`config.mk`:
```
export PLATFORM = sky130hd
export DESIGN_NAME = drop_controller_flat
export DESIGN_NICKNAME = d
export VERILOG_FILES = /design/src/rtl/drop_controller_pkg.sv /design/src/rtl/drop_controller_if.sv /design/src/rtl/drop_controller_compute_drop.sv /design/src/rtl/drop_controller.sv /design/src/flat_wrapper.sv
export SDC_FILE = /design/constraint.sdc
export NUM_CORES = 1
export LEC_CHECK = 0
export ABC_AREA = 1
export CAP_MARGIN = 20
export CELL_PAD_IN_SITES_DETAIL_PLACEMENT = 0
export CELL_PAD_IN_SITES_GLOBAL_PLACEMENT = 1
export CORE_MARGIN = 2
export CORE_UTILIZATION = 38
export DETAILED_ROUTE_END_ITERATION = 8
export PLACE_DENSITY = 0.85
export SLEW_MARGIN = 30
export SYNTH_ARGS = -nofsm -noshare
export SYNTH_HDL_FRONTEND = slang
export SYNTH_SLANG_ARGS = --single-unit
```
`constraint.sdc`:
```
create_clock -name clk -period 2.3 [get_ports clk]
set_clock_uncertainty 0.1 [all_clocks]
set_input_delay 0.575 -clock clk [delete_from_list [all_inputs] [get_ports clk]]
set_output_delay 0.575 -clock clk [all_outputs]
set_load 0.005 [all_outputs]
```
`src/rtl/drop_controller_pkg.sv`:
```
// Shared Connect-4 constants, FSM state encoding and board type used by the
// drop controller, its landing-row finder and the interface.
package connect4_pkg;

  localparam int          ROWS         = 6;
  localparam int          COLS         = 7;
  localparam logic [2:0]  NO_TARGET    = 3'd7;
  localparam logic [2:0]  CURSOR_RESET = 3'd3;
  localparam logic [2:0]  COL_MAX      = 3'd6;
  localparam logic [5:0]  MAX_MOVES    = 6'd42;

  typedef enum logic [1:0] {
    IDLE   = 2'd0,
    FALL   = 2'd1,
    COMMIT = 2'd2,
    FULL   = 2'd3
  } state_t;

  typedef logic [ROWS-1:0][COLS-1:0] board_t;

  function automatic logic [COLS-1:0] col_onehot(input logic [2:0] col);
    logic [COLS-1:0] oh;
    oh = {COLS{1'b0}};
    for (int c = 0; c < COLS; c++) begin
      oh[c] = (col == 3'(c));
    end
    return oh;
  endfunction

endpackage

```
`src/rtl/drop_controller_if.sv`:
```
// Move-input and board/status bundle between the drop controller (slave)
// and its driver (master).
interface drop_controller_if;
  import connect4_pkg::*;

  logic       left;
  logic       right;
  logic       drop;
  logic       game_over;
  board_t     board0;
  board_t     board1;
  logic [6:0] ledPosition;
  logic       player;
  logic       falling;
  logic [2:0] fall_row;
  logic [2:0] fall_col;
  logic [5:0] move_count;
  logic       board_full;
  logic       drop_reject;
  logic       move_done;

  modport master (
    output left, right, drop, game_over,
    input  board0, board1, ledPosition, player, falling, fall_row,
    input  fall_col, move_count, board_full, drop_reject, move_done
  );

  modport slave (
    input  left, right, drop, game_over,
    output board0, board1, ledPosition, player, falling, fall_row,
    output fall_col, move_count, board_full, drop_reject, move_done
  );

endinterface

```
`src/rtl/drop_controller_compute_drop.sv`:
```
// Combinational landing-row finder: lowest empty row (highest index) of the
// selected column, or NO_TARGET when the column is full or out of range.
module computeDrop
  import connect4_pkg::*;
(
  input  board_t     board0,
  input  board_t     board1,
  input  logic [3:0] column,
  output logic [2:0] target
);

  // scan top to bottom so the deepest empty cell wins
  always_comb begin
    target = NO_TARGET;
    if (column < 4'd7) begin
      for (int r = 0; r < ROWS; r++) begin
        target = (board0[r][column[2:0]] | board1[r][column[2:0]]) ? target : 3'(r);
      end
    end else begin
      target = NO_TARGET;
    end
  end

endmodule

```
`src/rtl/drop_controller.sv`:
```
// Connect-4 move sequencer: cursor handling, animated piece fall with a
// one-cycle commit into the player's bitplane, and full-board lockout.
module drop_controller
  import connect4_pkg::*;
#(
  parameter int TICK_CYCLES = 5_000_000
) (
  input  logic             clk,
  input  logic             reset,
  drop_controller_if.slave bus
);

  localparam int            CW        = (TICK_CYCLES > 1) ? $clog2(TICK_CYCLES) : 1;
  localparam logic [CW-1:0] TICK_LAST = CW'(TICK_CYCLES - 1);

  state_t        state_q;
  board_t        board0_q, board1_q;
  board_t        board0_d, board1_d;
  logic [2:0]    cursor_q, cursor_d;
  logic [6:0]    led_q;
  logic          player_q;
  logic          falling_q;
  logic [2:0]    fall_row_q;
  logic [2:0]    fall_col_q;
  logic [2:0]    target_q;
  logic [2:0]    drop_target_d;
  logic [5:0]    move_count_q, move_count_d;
  logic          board_full_q;
  logic          drop_reject_q;
  logic          move_done_q;
  logic [CW-1:0] tick_q;

  computeDrop u_compute_drop (
    .board0 (board0_q),
    .board1 (board1_q),
    .column ({1'b0, cursor_q}),
    .target (drop_target_d)
  );

  // saturating cursor move; simultaneous left+right cancels
  always_comb begin
    cursor_d = cursor_q;
    if (bus.left && !bus.right) begin
      cursor_d = (cursor_q == 3'd0) ? 3'd0 : cursor_q - 3'd1;
    end else if (bus.right && !bus.left) begin
      cursor_d = (cursor_q == COL_MAX) ? COL_MAX : cursor_q + 3'd1;
    end else begin
      cursor_d = cursor_q;
    end
  end

  // board contents after placing the falling piece
  always_comb begin
    board0_d     = board0_q;
    board1_d     = board1_q;
    move_count_d = move_count_q + 6'd1;
    if (player_q == 1'b0) begin
      board0_d[target_q][fall_col_q] = 1'b1;
    end else begin
      board1_d[target_q][fall_col_q] = 1'b1;
    end
  end

  // move sequencer FSM with registered outputs
  always_ff @(posedge clk) begin
    if (reset) begin
      state_q       <= IDLE;
      board0_q      <= '0;
      board1_q      <= '0;
      cursor_q      <= CURSOR_RESET;
      led_q         <= 7'b0001000;
      player_q      <= 1'b0;
      falling_q     <= 1'b0;
      fall_row_q    <= 3'd0;
      fall_col_q    <= CURSOR_RESET;
      target_q      <= 3'd0;
      move_count_q  <= 6'd0;
      board_full_q  <= 1'b0;
      drop_reject_q <= 1'b0;
      move_done_q   <= 1'b0;
      tick_q        <= '0;
    end else begin
      drop_reject_q <= 1'b0;
      move_done_q   <= 1'b0;
      case (state_q)
        IDLE: begin
          if (!bus.game_over) begin
            if (bus.drop) begin
              if (drop_target_d == NO_TARGET) begin
                drop_reject_q <= 1'b1;
              end else begin
                fall_col_q <= cursor_q;
                target_q   <= drop_target_d;
                fall_row_q <= 3'd0;
                tick_q     <= '0;
                falling_q  <= 1'b1;
                state_q    <= FALL;
              end
            end else begin
              cursor_q <= cursor_d;
              led_q    <= col_onehot(cursor_d);
            end
          end
        end
        FALL: begin
          if (tick_q == TICK_LAST) begin
            tick_q <= '0;
            if (fall_row_q == target_q) begin
              falling_q <= 1'b0;
              state_q   <= COMMIT;
            end else begin
              fall_row_q <= fall_row_q + 3'd1;
            end
          end else begin
            tick_q <= tick_q + CW'(1);
          end
        end
        COMMIT: begin
          board0_q     <= board0_d;
          board1_q     <= board1_d;
          move_count_q <= move_count_d;
          player_q     <= ~player_q;
          move_done_q  <= 1'b1;
          if (move_count_d == MAX_MOVES) begin
            board_full_q <= 1'b1;
            state_q      <= FULL;
          end else begin
            state_q <= IDLE;
          end
        end
        FULL: begin
          board_full_q <= 1'b1;
        end
        default: begin
          state_q <= IDLE;
        end
      endcase
    end
  end

  assign bus.board0      = board0_q;
  assign bus.board1      = board1_q;
  assign bus.ledPosition = led_q;
  assign bus.player      = player_q;
  assign bus.falling     = falling_q;
  assign bus.fall_row    = fall_row_q;
  assign bus.fall_col    = fall_col_q;
  assign bus.move_count  = move_count_q;
  assign bus.board_full  = board_full_q;
  assign bus.drop_reject = drop_reject_q;
  assign bus.move_done   = move_done_q;

endmodule
```
`src/flat_wrapper.sv`:
```
// flat-port wrapper written by rule: the top's interface ports become plain ports
module drop_controller_flat import connect4_pkg::*;
#(
  parameter int TICK_CYCLES = 5_000_000
)
  (clk, reset, bus_left, bus_right, bus_drop, bus_game_over, bus_board0, bus_board1, bus_ledPosition, bus_player, bus_falling, bus_fall_row, bus_fall_col, bus_move_count, bus_board_full, bus_drop_reject, bus_move_done);
  drop_controller_if bus_i ();
  input  logic clk;
  input  logic reset;
  input wire logic [$bits(bus_i.left)-1:0] bus_left;
  input wire logic [$bits(bus_i.right)-1:0] bus_right;
  input wire logic [$bits(bus_i.drop)-1:0] bus_drop;
  input wire logic [$bits(bus_i.game_over)-1:0] bus_game_over;
  output wire logic [$bits(bus_i.board0)-1:0] bus_board0;
  output wire logic [$bits(bus_i.board1)-1:0] bus_board1;
  output wire logic [$bits(bus_i.ledPosition)-1:0] bus_ledPosition;
  output wire logic [$bits(bus_i.player)-1:0] bus_player;
  output wire logic [$bits(bus_i.falling)-1:0] bus_falling;
  output wire logic [$bits(bus_i.fall_row)-1:0] bus_fall_row;
  output wire logic [$bits(bus_i.fall_col)-1:0] bus_fall_col;
  output wire logic [$bits(bus_i.move_count)-1:0] bus_move_count;
  output wire logic [$bits(bus_i.board_full)-1:0] bus_board_full;
  output wire logic [$bits(bus_i.drop_reject)-1:0] bus_drop_reject;
  output wire logic [$bits(bus_i.move_done)-1:0] bus_move_done;
  assign bus_i.left = bus_left;
  assign bus_i.right = bus_right;
  assign bus_i.drop = bus_drop;
  assign bus_i.game_over = bus_game_over;
  assign bus_board0 = bus_i.board0;
  assign bus_board1 = bus_i.board1;
  assign bus_ledPosition = bus_i.ledPosition;
  assign bus_player = bus_i.player;
  assign bus_falling = bus_i.falling;
  assign bus_fall_row = bus_i.fall_row;
  assign bus_fall_col = bus_i.fall_col;
  assign bus_move_count = bus_i.move_count;
  assign bus_board_full = bus_i.board_full;
  assign bus_drop_reject = bus_i.drop_reject;
  assign bus_move_done = bus_i.move_done;
  drop_controller #(.TICK_CYCLES(TICK_CYCLES)) u_core (.clk(clk), .reset(reset), .bus(bus_i));
endmodule
```
Word-level counts from Yosys, hierarchy flattened
Index checks and enable logic that the tools add are counted.
{ "word_totals": {"output_inout_bits": 108, "register_bits": 139} }
{ "op_classes": {"n_lt_le_gt_ge": 6, "reduce_logical": 22, "addsub": 5, "n_bitwise": 13, "n_mux": 67, "n_eq_ne": 21} }
{ "op_table": {"columns": ["op", "n"], "rows": [
  ["2-to-1 mux 23 bit", 4],
  ["bitwise OR 42 bit", 2],
  ["2-to-1 mux 3 bit", 16],
  ["one-hot mux 23 bit (2 select lines)", 1],
  ["binary-select mux 1 bit (select 3 bit)", 12],
  ["adder 23 x 1 -> 23 bit, second input constant", 1],
  ["== test 23 bit, second input constant", 1],
  ["demux 7 bit (select 3 bit)", 1],
  ["2-to-1 mux 1 bit", 21],
  ["AND reduction 6 bit", 3],
  ["== test 3 bit, second input constant", 5],
  ["< comparator 3 x 4 -> 1 bit, second input constant", 3],
  ["2-to-1 mux 2 bit", 6],
  ["!= test 2 bit, second input constant", 4],
  ["AND reduction 4 bit", 2],
  ["2-to-1 mux 7 bit", 1],
  ["adder 3 x 1 -> 3 bit, second input constant", 2],
  ["adder 6 x 1 -> 6 bit, second input constant", 1],
  ["== test 3 x 2 -> 1 bit, second input constant", 2],
  ["== test 6 bit, second input constant", 1],
  [">= comparator 3 x 1 -> 1 bit, second input constant", 2],
  ["zero test 3 bit", 2],
  ["!= test 2 x 1 -> 1 bit, second input constant", 3],
  ["bitwise OR 1 bit", 6],
  ["19 further kinds", 32]
]} }

Longest topological paths before layout
Gate-level depths: netlist (run 1).
{ "logic_depth": {"ltp_word": 15, "ltp_mapped": 18, "ltp_nobuf": 14} }

Modules after synthesis
From an unflattened synthesis (run 1), not the netlist that was laid out.
{ "hier_totals": {"cells_unflattened": 932, "area_unflattened_um2": 6462.4} }
{ "by_module_without_submodules": {"columns": ["mod", "seq_area_each_um2", "area_each_um2", "n_inst", "cells_each"], "rows": [
  ["drop_controller", 2782.7, 5863.1, 1, 798],
  ["computeDrop", 0.0, 599.3, 1, 134]
]} }

Worst setup path before layout (run 1)
No wires, ideal clock.
{ "synth_timing": {"kind": "register to register", "startpoint": "reg u_core.cursor_q[1]", "endpoint": "reg u_core.tick_q[18]", "path_stages_with_launch": 18, "required_time_ns": 2.087, "synth_period_minus_slack_ns": 1.955, "setup_slack_ns": 0.345, "arrival_time_ns": 1.742, "setup_time_ns": 0.113, "cell_sequence": "dfxtp_1 -> buf_4 -> inv_2 -> buf_6 -> nand3_1 -> nand3_1 -> nand3_1 -> nand2_1 -> nor2_2 -> nand2_1 -> nand2_2 -> nand3_4 -> nand2_2 -> buf_6 -> buf_6 -> nand2_1 -> nand2_1 -> nor2_1"} }
{ "synth_between": {"elab_chain_len": 13, "word_cells_on_any_way": 41} }
{ "synth_lines": {"columns": ["element", "line", "text"], "rows": [
  ["from (decl)", "drop_controller.sv:19", "logic [2:0] cursor_q, cursor_d;"],
  ["from (signal assigned)", "drop_controller.sv:100", "cursor_q <= cursor_d;"],
  ["binary-select mux 1 bit (select 3 bit)", "drop_controller_compute_drop.sv:17", "target = (board0[r][column[2:0]] | board1[r][column[2:0]]) ? target : 3'(r);"],
  ["2-to-1 mux 1 bit (not written as such)", "drop_controller_compute_drop.sv:17", null],
  ["bitwise OR 1 bit", "drop_controller_compute_drop.sv:17", null],
  ["2-to-1 mux 3 bit (6 in series)", "drop_controller_compute_drop.sv:17", null],
  ["2-to-1 mux 3 bit *", "drop_controller_compute_drop.sv:15", "if (column < 4'd7) begin"],
  ["== test 3 bit *", "drop_controller.sv:89", "if (drop_target_d == NO_TARGET) begin"],
  ["!= test 2 bit (no line) *", null, null],
  ["AND reduction 4 bit (no line) *", null, null],
  ["to (signal assigned)", "drop_controller.sv:115", "tick_q <= tick_q + CW'(1);"],
  ["to (decl)", "drop_controller.sv:31", "logic [CW-1:0] tick_q;"]
]} }
Every way passes the cells marked *; elsewhere a longest branch is shown, timed or not. The select of a mux whose other input is x is not followed.
A chain may end at the register's enable or synchronous reset.

Worst setup path after layout (run 1)
{ "layout_timing": {"startpoint": "reg u_core.fall_col_q[2] (netlist: u_core.bus.fall_col[2])", "endpoint": "out bus_fall_col[2]"} }
{ "layout_lines": {"columns": ["element", "line", "text"], "rows": [
  ["from (decl)", "drop_controller.sv:24", "logic [2:0] fall_col_q;"],
  ["from (signal assigned)", "drop_controller.sv:92", "fall_col_q <= cursor_q;"],
  ["to (decl)", "flat_wrapper.sv:20", "output wire logic [$bits(bus_i.fall_col)-1:0] bus_fall_col;"]
]} }
No word-level cell between the ends.

==> results.toml, run 1 <==
[run_status]
status = "complete, no violations"

[global_routing]
grt_pass1_wl_mm = 32.29
antenna_found_initial = 0
first_global_vias = 6266
grt_overflow = 0
grt_max_degree = 103
grt_use_total = 0.2211

[sta]
finalCritPeriodShare = 0.9239
tightest_slew_ps = 535.0
worst_slack_ps = 175.0
maxSlewViolCount = 0
max_freq_mhz = 470.6
max_slew_margin = 0.6396
rsz0062_at_grt = "yes"
fin_crit_ps = 2125
timing_hold_violations_final = 0
timing.hold.ws_ps = 374.9
finalSetupViolCount = 0

[synth]
ys_seq_area_frac = 0.4139
synthDistinctLibCells = 34
syn_inst = 984
synth_fp_nets = 1003
syn_avg_cell_area_um2 = 6.832
syn_area_um2 = 6723
synth_warnings = 0
ys_seq_elements = 139

[critical_path]
crit_path_start = "u_core.bus.fall_col[2]$_SDFFE_PP0P_"
path_cells = "clkdlybuf4s50_1"
r2r-start = "u_core.cursor_q[1]$_SDFFE_PP1P_"
worstPathMaxFanout = 6
reg2reg_depth = 14
crit_type = "flip-flop to output pin"
cp_data_required_time_ps = 1620
start_kind = "flip-flop"
critical-path-max-stage-delay_ps = 590
critical_path_depth = 1
rr_endpoint = "u_core.tick_q[14]$_SDFFE_PP0P_"
cp_slowest_cell = "clkdlybuf4s50_1"
endpoint = "bus_fall_col[2]"
worstPathBufferInverterCount = 1
endpoint_kind = "output pin"
reg2reg_setup_slack_ps = 170
cp.arrival_ps = 1450
critical-path-top-delay-family = "buffers and inverters"

[power_and_ir_drop]
vdd_drop_max_uv = 572.8
leakagePower_nw = 3.441
p_int_mw = 5.445
p_sw_frac = 0.3748
p_comb_frac = 0.335
switching_power_mw = 3.264
powerDensity_nw_per_um2 = 991.1
power_frac_seq = 0.350
pwr-share-clk = 0.315

[clock_tree]
htreeDepth = 4
hold_buffers = 0
cts_tree = "yes"
clk_pin_slew_ps = 60
clockBufferDepth = 2
cts.sinks = 139
cts-root-buf = "clkbuf_16"
post_cts_buffers = 0
cts_buffers = 17
clock_latency_ps = 430

[detailed_routing]
drc = 0
antenna_left = 0
post_drt_wl_per_cell_um = 14.97
first_iter_violations = 421
vias = 6674
vias_per_cell = 4.977
drt-total-wl_mm = 20.08
dr.pass1.iters = 5

[die]
die_w_um = 137.0
rows = 48
die_y_um = 137.0
io_pins = 114
initial_core_util = 0.3887
core_um2 = 17300
die_area_um2 = 18770

[layout]
antenna_cells = 0
final_common_cell = "nor2_1"
drive_gt1_frac = 0.07796
fin_nets = 1123
area.growth.synth_to_final_pct = 30.71
layout_common_cells = "169 x nor2_1, 151 x nand2_1, 138 x dfxtp_1"

[hold_path]
min-delay-path-class = "flip-flop to flip-flop"
min_path_cells = 2

[placement]
hpwl_mm = 13.90
numPortBuffers = 113
post-place-ws_ps = -221.8
gp_congestion = 0.8379

[run]
maxCapViolCount = 0
-- through the flow --
step,area (µm²),util,total power [mW],TNS (ps),cells
finish,8787,0.5080,8.709,0,1341
global route,8787,0.5080,9.344,-13.69,1341
CTS,8755,0.5061,8.725,0,1341
detailed placement,8175,0.4727,5.968,-1265,1310
global placement,8175,0.4727,5.943,-970.6,1310
floorplan,6723,-,5.049,0,984
-- worst min-delay path by stage --
stage                                                   from                                  to  slack [ps]
final                     u_core.bus.board1[17]$_SDFFE_PP0P_  u_core.bus.board1[17]$_SDFFE_PP0P_         370
after global routing      u_core.bus.board0[41]$_SDFFE_PP0P_  u_core.bus.board0[41]$_SDFFE_PP0P_         380
after CTS                 u_core.bus.board0[31]$_SDFFE_PP0P_  u_core.bus.board0[31]$_SDFFE_PP0P_         380
after detailed placement  u_core.bus.board0[31]$_SDFFE_PP0P_  u_core.bus.board0[31]$_SDFFE_PP0P_         370
after global placement    u_core.bus.board1[25]$_SDFFE_PP0P_  u_core.bus.board1[25]$_SDFFE_PP0P_         360
after floorplan               u_core.tick_q[19]$_SDFFE_PP0P_      u_core.tick_q[19]$_SDFFE_PP0P_         350
-- worst register-to-register path: stages, from the launching register on --
cell and delay (ps):
dfxtp_1 370, buf_12 180, nor2_2 170, o21ai_1 110, nand3_1 90, nand2_1 110, nor2_2 170, nand2_1 100
nand2_2 100, nand3_4 80, nand2_2 100, buf_6 180, nand2_1 80, nand2_1 60, nor2_1 40
-- cell usage after synthesis --
cell / instances / area share
a21oi_1: 114 / 0.085
a211oi_1: 2 / 0.0022
nand3_1: 101 / 0.075
nand4_1: 13 / 0.012
buf_4: 2 / 0.0022
a22oi_1: 6 / 0.0067
dfxtp_1: 139 / 0.41
o31ai_1: 1 / 0.0011
inv_2: 1 / 0.00056
o221ai_1: 1 / 0.0013
nand2_1: 152 / 0.085
xnor2_1: 6 / 0.0078
nand3_4: 1 / 0.0026
o211ai_1: 3 / 0.0033
o21bai_1: 2 / 0.0022
clkbuf_1: 24 / 0.013
nand2_2: 6 / 0.0056
nor2_2: 3 / 0.0028
a21oi_2: 3 / 0.0039
or2_2: 3 / 0.0028
o21ai_0: 33 / 0.025
nor3_1: 17 / 0.013
inv_4: 1 / 0.00093
o21ai_1: 7 / 0.0052
clkinv_1: 4 / 0.0022
nor4_1: 6 / 0.0056
inv_1: 124 / 0.069
buf_1: 2 / 0.0011
buf_2: 6 / 0.0045
ha_1: 13 / 0.024
xor2_1: 8 / 0.010
a31oi_1: 1 / 0.00093
buf_6: 8 / 0.013
nor2_1: 171 / 0.095
-- layout make-up --
class	instances	area, µm²
Inverter	130	495.5
Clock buffer	18	439.2
Fill cell	1784	8509
Clock inverter	13	140.1
Sequential cell	139	2784
Multi-Input combinational cell	673	3234
Tap cell	225	281.5
Timing Repair Buffer	143	1413
-- logic make-up (layout without fill, tap and decap cells) --
group           Yosys count  count (layout)  synth area share
simple gates            473             473            0.2996
compound gates          173             173            0.1364
buf+inv                 172             304            0.1076
flops                   139             139            0.4139
xor+xnor                 14              14           0.01824
fa+ha+maj                13              13           0.02420
-- flip-flops by register name, summed over array words and instances (netlist names), 2 cells and up --
signal                  cells
u_core.bus.board0          42
u_core.bus.board1          42
u_core.bus.fall_col         3
u_core.bus.fall_row         3
u_core.bus.ledPosition      7
u_core.bus.move_count       6
u_core.cursor_q             3
u_core.state_q              2
u_core.target_q             3
u_core.tick_q              23
-- routing by layer --
metal,GRT usage,vias up,routed length [µm]
met5,0,-,0
met4,0.07331,0,310
met3,0.04963,28,1095
met2,0.3441,172,9190
met1,0.3021,3070,9481
li1,-,3404,-
-- power groups by stage --
| stage | clock [mW] | sequential (mW) | combinational [mW] |
|---|---|---|---|
| global placement | 0 | 3.09 | 2.86 |
| finish | 2.75 | 3.05 | 2.92 |
| global route | 2.90 | 3.10 | 3.35 |
| CTS | 2.79 | 3.04 | 2.90 |
| detailed placement | 0 | 3.08 | 2.88 |
| floorplan | 0 | 3.01 | 2.04 |
-- what timing repair did --
action / in CTS / in global routing
endpoints found under the hold margin: 0 / 0
gates resized for setup: 0 / 13
endpoints found under the setup margin: 0 / 28
(Power assumes the default switching activity.)
==> inputs of run 2 (changes only) <==
Settings changed: CORE_MARGIN 2 to not set.
==> run 2 against run 1 <==
Combinational power hardly changed. Core utilization about the same. Sequential power barely moved. Highest routed layer unchanged. Register-to-register slack worse by 20 ps. Maximum frequency is 1.1% lower. Via count up 1.3%. Count of clock-buffer cells in the layout is the same. Global-route usage grew 0.31 points.
==> results.toml, run 2 (same netlist as run 1, synthesis figures left out) <==
[detailed_routing]
first_iter_violations = 455
drt-total-wl_mm = 19.93
dr.pass1.iters = 5
antenna_left = 0
vias = 6761
post_drt_wl_per_cell_um = 14.84
vias_per_cell = 5.034
drc = 0

[layout]
n_fill_cell = 1757
area.growth.synth_to_final_pct = 30.75
layout_common_cells = "170 x nor2_1, 151 x nand2_1, 138 x dfxtp_1"
drive_gt1_frac = 0.07961
final_common_cell = "nor2_1"
final_util = 0.5082
stdcell_count = 1343
antenna_cells = 0
fin_nets = 1124

[power_and_ir_drop]
powerDensity_nw_per_um2 = 982.4
vdd_drop_max_uv = 606.1
leakagePower_nw = 3.454

[die]
die_w_um = 135.0
rows = 48
core_um2 = 17300
initial_core_util = 0.3887
io_pins = 114
die_area_um2 = 18230
die_y_um = 135.0

[clock_tree]
clockBufferDepth = 2
cts.sinks = 139
clock_latency_ps = 420
cts_tree = "yes"
htreeDepth = 4
clk_pin_slew_ps = 70
cts-root-buf = "clkbuf_16"
cts_buffers = 17

[sta]
tightest_slew_ps = 523.9
tns_ps = 0
maxSlewViolCount = 0
finalCritPeriodShare = 0.9340
finalSetupViolCount = 0
fin_crit_ps = 2148
worst_slack_ps = 151.9
max_freq_mhz = 465.5
rsz0062_at_grt = "yes"
max_slew_margin = 0.6498
timing_hold_violations_final = 0

[placement]
hpwl_mm = 13.76
gp_congestion = 0.8603
numPortBuffers = 113
post-place-ws_ps = -170.6
place_inst = 1311

[global_routing]
grt_pass1_wl_mm = 31.93
grt_max_degree = 49
grt_use_total = 0.2242
first_global_vias = 6274
grt_overflow = 0
antenna_found_initial = 0

[hold_path]
min_from = "reset"
min_to = "u_core.bus.board1[17]$_SDFFE_PP0P_"
min_path_cells = 2
min-delay-path-class = "input pin to flip-flop"

[run]
maxCapViolCount = 0

[critical_path]
cp.arrival_ps = 2360
endpoint_kind = "flip-flop"
cp_data_required_time_ps = 2510
crit_type = "flip-flop to flip-flop"
reg2reg_depth = 11
worstPathMaxFanout = 5
r2r-start = "u_core.tick_q[0]$_SDFFE_PP0P_"
reg2reg_setup_slack_ps = 150
start_kind = "flip-flop"
rr_endpoint = "u_core.tick_q[18]$_SDFFE_PP0P_"

[run_status]
status = "complete, no violations"
run 2: where the power goes:
| part | total, mW | switching, mW | internal (mW) |
|---|---|---|---|
| Sequential | 3.06 | 0.347 | 2.71 |
| Clock | 2.63 | 1.18 | 1.45 |
| Combinational | 2.94 | 1.81 | 1.13 |
run 2: timing repair:
item	4_1_cts	5_1_grt
resized for setup	0	12
setup buffers	0	0
setup endpoints to repair	0	27
hold buffers	0	0
run 2: how the worst max path moves through the flow:
| stage | start | endpoint | slack [ps] | cells after the start |
|---|---|---|---|---|
| after floorplan | u_core.cursor_q[1]$_SDFFE_PP1P_ | u_core.tick_q[18]$_SDFFE_PP0P_ | 350 | 17 |
| after global placement | bus_right | u_core.bus.ledPosition[2]$_SDFFE_PP0P_ | -140 | 10 |
| after detailed placement | bus_right | u_core.bus.ledPosition[2]$_SDFFE_PP0P_ | -170 | 10 |
| after CTS | u_core.tick_q[0]$_SDFFE_PP0P_ | u_core.tick_q[16]$_SDFFE_PP0P_ | 80 | 10 |
| after global routing | u_core.tick_q[0]$_SDFFE_PP0P_ | u_core.tick_q[18]$_SDFFE_PP0P_ | -10 | 11 |
| final | u_core.tick_q[0]$_SDFFE_PP0P_ | u_core.tick_q[18]$_SDFFE_PP0P_ | 150 | 11 |
run 2: area by class of cell:
class / instances / area, µm² / share of cell area
Multi-Input combinational cell: 673 / 3244 / 0.3691
Timing Repair Buffer: 144 / 1419 / 0.1614
Sequential cell: 139 / 2786 / 0.3170
Tap cell: 225 / 281.5 / 0.03203
Clock inverter: 14 / 123.9 / 0.01409
Clock buffer: 18 / 439.2 / 0.04996
Inverter: 130 / 495.5 / 0.05637
run 2: metal layers:
| layer | vias up | GRT usage | wire, µm |
|---|---|---|---|
| li1 | 3416 | - | - |
| met1 | 3122 | 0.3001 | 9285 |
| met4 | 0 | 0.06492 | 293 |
| met5 | - | 0 | 0 |
| met2 | 201 | 0.3580 | 8996 |
| met3 | 22 | 0.05255 | 1353 |
run 2: stage by stage:
| step | hold WS (ps) | power [mW] | instance area (µm²) |
|---|---|---|---|
| global placement | 365.3 | 5.986 | 8185 |
| finish | 361.5 | 8.635 | 8790 |
| CTS | 344.5 | 8.665 | 8748 |
| detailed placement | 365.5 | 6.011 | 8185 |
| global route | 363.0 | 9.227 | 8790 |
| floorplan | 354.7 | 5.049 | 6723 |
run 2: critical path, cell delays in order (launching register included):
cell and delay [ps]:
dfxtp_1 410, ha_1 240, nand3_2 170, inv_1 110, nand3_1 180, inv_1 180
nand3_1 150, nor2_1 160, xor2_1 160, nor2_1 50, nor2_1 100, nor2_1 50
==> inputs of run 3 (changes only) <==
Settings changed: GPL_TIMING_DRIVEN set to 0.
==> run 3 against run 2 <==
Combinational power increased by 14%. Critical endpoint is now u_core.tick_q[1]$_SDFFE_PP0P_. Design area increased by 4.1%. Highest routed layer unchanged. Via count rose by 2.4%. Core utilization is 2.1 points higher. Final cell count rose by 1.7%.
==> results.toml, run 3 (same netlist as run 1, synthesis figures left out) <==
[global_routing]
grt_pass1_wl_mm = 34.19
antenna_found_initial = 0
grt_use_total = 0.2461
grt_overflow = 0
first_global_vias = 6500
grt_max_degree = 17

[placement]
hpwl_mm = 15.40
gp_congestion = 0.8975
place_area_um2 = 8135
post-place-ws_ps = -364.2
place_inst = 1322
numPortBuffers = 113

[critical_path]
crit_type = "flip-flop to flip-flop"
worstPathMaxFanout = 10
reg2reg_depth = 17
path_cells = "buf_6 -> inv_4 -> buf_12 -> a21oi_1 -> nand3_1 -> nand3_2 -> nand2_2 -> nand2_1 -> nand2_1 -> nand2_1 -> nand2_2 -> nand3_4 -> nand2_4 -> buf_8 -> clkbuf_16 -> a21oi_1 -> nor2_1"
critical-path-max-stage-delay_ps = 340
cp.arrival_ps = 2410
cp_data_required_time_ps = 2520
reg2reg_setup_slack_ps = 110
start_kind = "flip-flop"
rr_endpoint = "u_core.tick_q[1]$_SDFFE_PP0P_"
cp_slowest_cell = "dfxtp_2"
critPathMostFrequentCell = "nand2_1"
endpoint_kind = "flip-flop"
r2r-start = "u_core.cursor_q[0]$_SDFFE_PP1P_"

[layout]
fin_nets = 1147
final_common_cell = "nor2_1"
area.growth.synth_to_final_pct = 36.05
fin_area_um2 = 9146
stdcell_count = 1366
n_fill_cell = 1730
antenna_cells = 0
layout_common_cells = "164 x nor2_1, 145 x nand2_1, 136 x dfxtp_1"
drive_gt1_frac = 0.1096

[power_and_ir_drop]
leakagePower_nw = 3.577
power.total_mw = 9.344
vdd_drop_max_uv = 650.8
powerDensity_nw_per_um2 = 1022

[die]
core_um2 = 17300
die_w_um = 135.0
rows = 48
die_y_um = 135.0
initial_core_util = 0.3887
io_pins = 114
die_area_um2 = 18230

[sta]
rsz0062_at_grt = "yes"
fin_crit_ps = 2192
finalCritPeriodShare = 0.9532
maxSlewViolCount = 0
timing_hold_violations_final = 0
tns_ps = 0
worst_slack_ps = 107.5
max_freq_mhz = 456.1
finalSetupViolCount = 0
tightest_slew_ps = 670.3
max_slew_margin = 0.5531

[clock_tree]
clockBufferDepth = 2
htreeDepth = 4
clk_pin_slew_ps = 60
cts_buffers = 17
cts-root-buf = "clkbuf_16"
cts_tree = "yes"
cts.sinks = 139
clock_latency_ps = 430

[detailed_routing]
dr.pass1.iters = 5
drc = 0
vias = 6924
antenna_left = 0
drt-total-wl_mm = 21.70
vias_per_cell = 5.069
post_drt_wl_per_cell_um = 15.89
first_iter_violations = 466

[hold_path]
min_path_cells = 2
min_to = "u_core.bus.board1[17]$_SDFFE_PP0P_"
min_from = "u_core.bus.board1[17]$_SDFFE_PP0P_"
min-delay-path-class = "flip-flop to flip-flop"

[run]
maxCapViolCount = 0

[run_status]
status = "complete, no violations"
==> run 3: cell types whose count changed in the layout (fill, tap and decap cells not counted), sizes merged <==
cell and delta:
clkdlybuf4s50 +1, clkbuf +27, bufinv +3, clkinv -1
buf -2, inv -5
==> run 3: worst max-delay path by stage <==
| stage | slack, ps | cells past startpoint | start | end |
|---|---|---|---|---|
| 2_1_floorplan | 350 | 17 | u_core.cursor_q[1]$_SDFFE_PP1P_ | u_core.tick_q[18]$_SDFFE_PP0P_ |
| 3_3_place_gp | -370 | 8 | u_core.state_q[0]$_SDFFE_PP0P_ | u_core.bus.board0[31]$_SDFFE_PP0P_ |
| 3_5_place_dp | -360 | 8 | u_core.state_q[0]$_SDFFE_PP0P_ | u_core.bus.board0[17]$_SDFFE_PP0P_ |
| 4_1_cts | 20 | 11 | u_core.tick_q[0]$_SDFFE_PP0P_ | u_core.bus.fall_row[0]$_SDFFE_PP0P_ |
| 5_1_grt | -40 | 11 | u_core.tick_q[0]$_SDFFE_PP0P_ | u_core.bus.fall_row[0]$_SDFFE_PP0P_ |
| 6_report | 110 | 17 | u_core.cursor_q[0]$_SDFFE_PP1P_ | u_core.tick_q[1]$_SDFFE_PP0P_ |
==> run 3: layer usage <==
metal | up-vias | track usage | part of all wire
li1 | 3475 | - | -
met1 | 3210 | 0.3306 | 0.46
met2 | 199 | 0.3923 | 0.46
met3 | 40 | 0.04467 | 0.054
met4 | 0 | 0.09114 | 0.025
met5 | - | 0 | 0
==> run 3: metrics by stage <==
step	hold WS, ps	utilization
after floorplan	354.7	-
after global placement	363.1	0.4703
after detailed placement	366.1	0.4703
after CTS	376.1	0.5106
after global routing	393.6	0.5288
final	373.9	0.5288
==> run 3: report_power, final <==
part | internal [mW] | leakage [nW] | switching [mW] | total [mW]
Clock | 1.81 | 0.305 | 1.11 | 2.92
Sequential | 2.71 | 1.13 | 0.345 | 3.06
Combinational | 1.35 | 2.15 | 2.02 | 3.36
==> run 3: worst max-delay path: cells and delay by family, from the launching register on <==
kind                   cells  cell delay (ps)
AO/OA/AOI/OAI              2              230
buffers and inverters      5              630
flip-flops                 1              340
AND/OR/NAND/NOR           10              770
==> run 3: what timing repair did <==
action | 4_1_cts | 5_1_grt
pin swaps | 1 | 5
hold endpoints to repair | 0 | 0
hold buffers | 0 | 0
setup endpoints to repair | 71 | 97
cloned | 0 | 2
gates resized for setup | 19 | 58
setup buffers | 3 | 8
==> run 3: layout make-up <==
class                      instances  area [µm²]  share of cell area
buffer                            41       299.0             0.03269
timing repair buffer             126        1267              0.1386
sequential                       139        2786              0.3047
clock inverter                    11       155.1             0.01696
tap                              225       281.5             0.03078
multi-input combinational        673        3388              0.3705
inverter                         130       498.0             0.05445
clock buffer                      21       470.5             0.05144
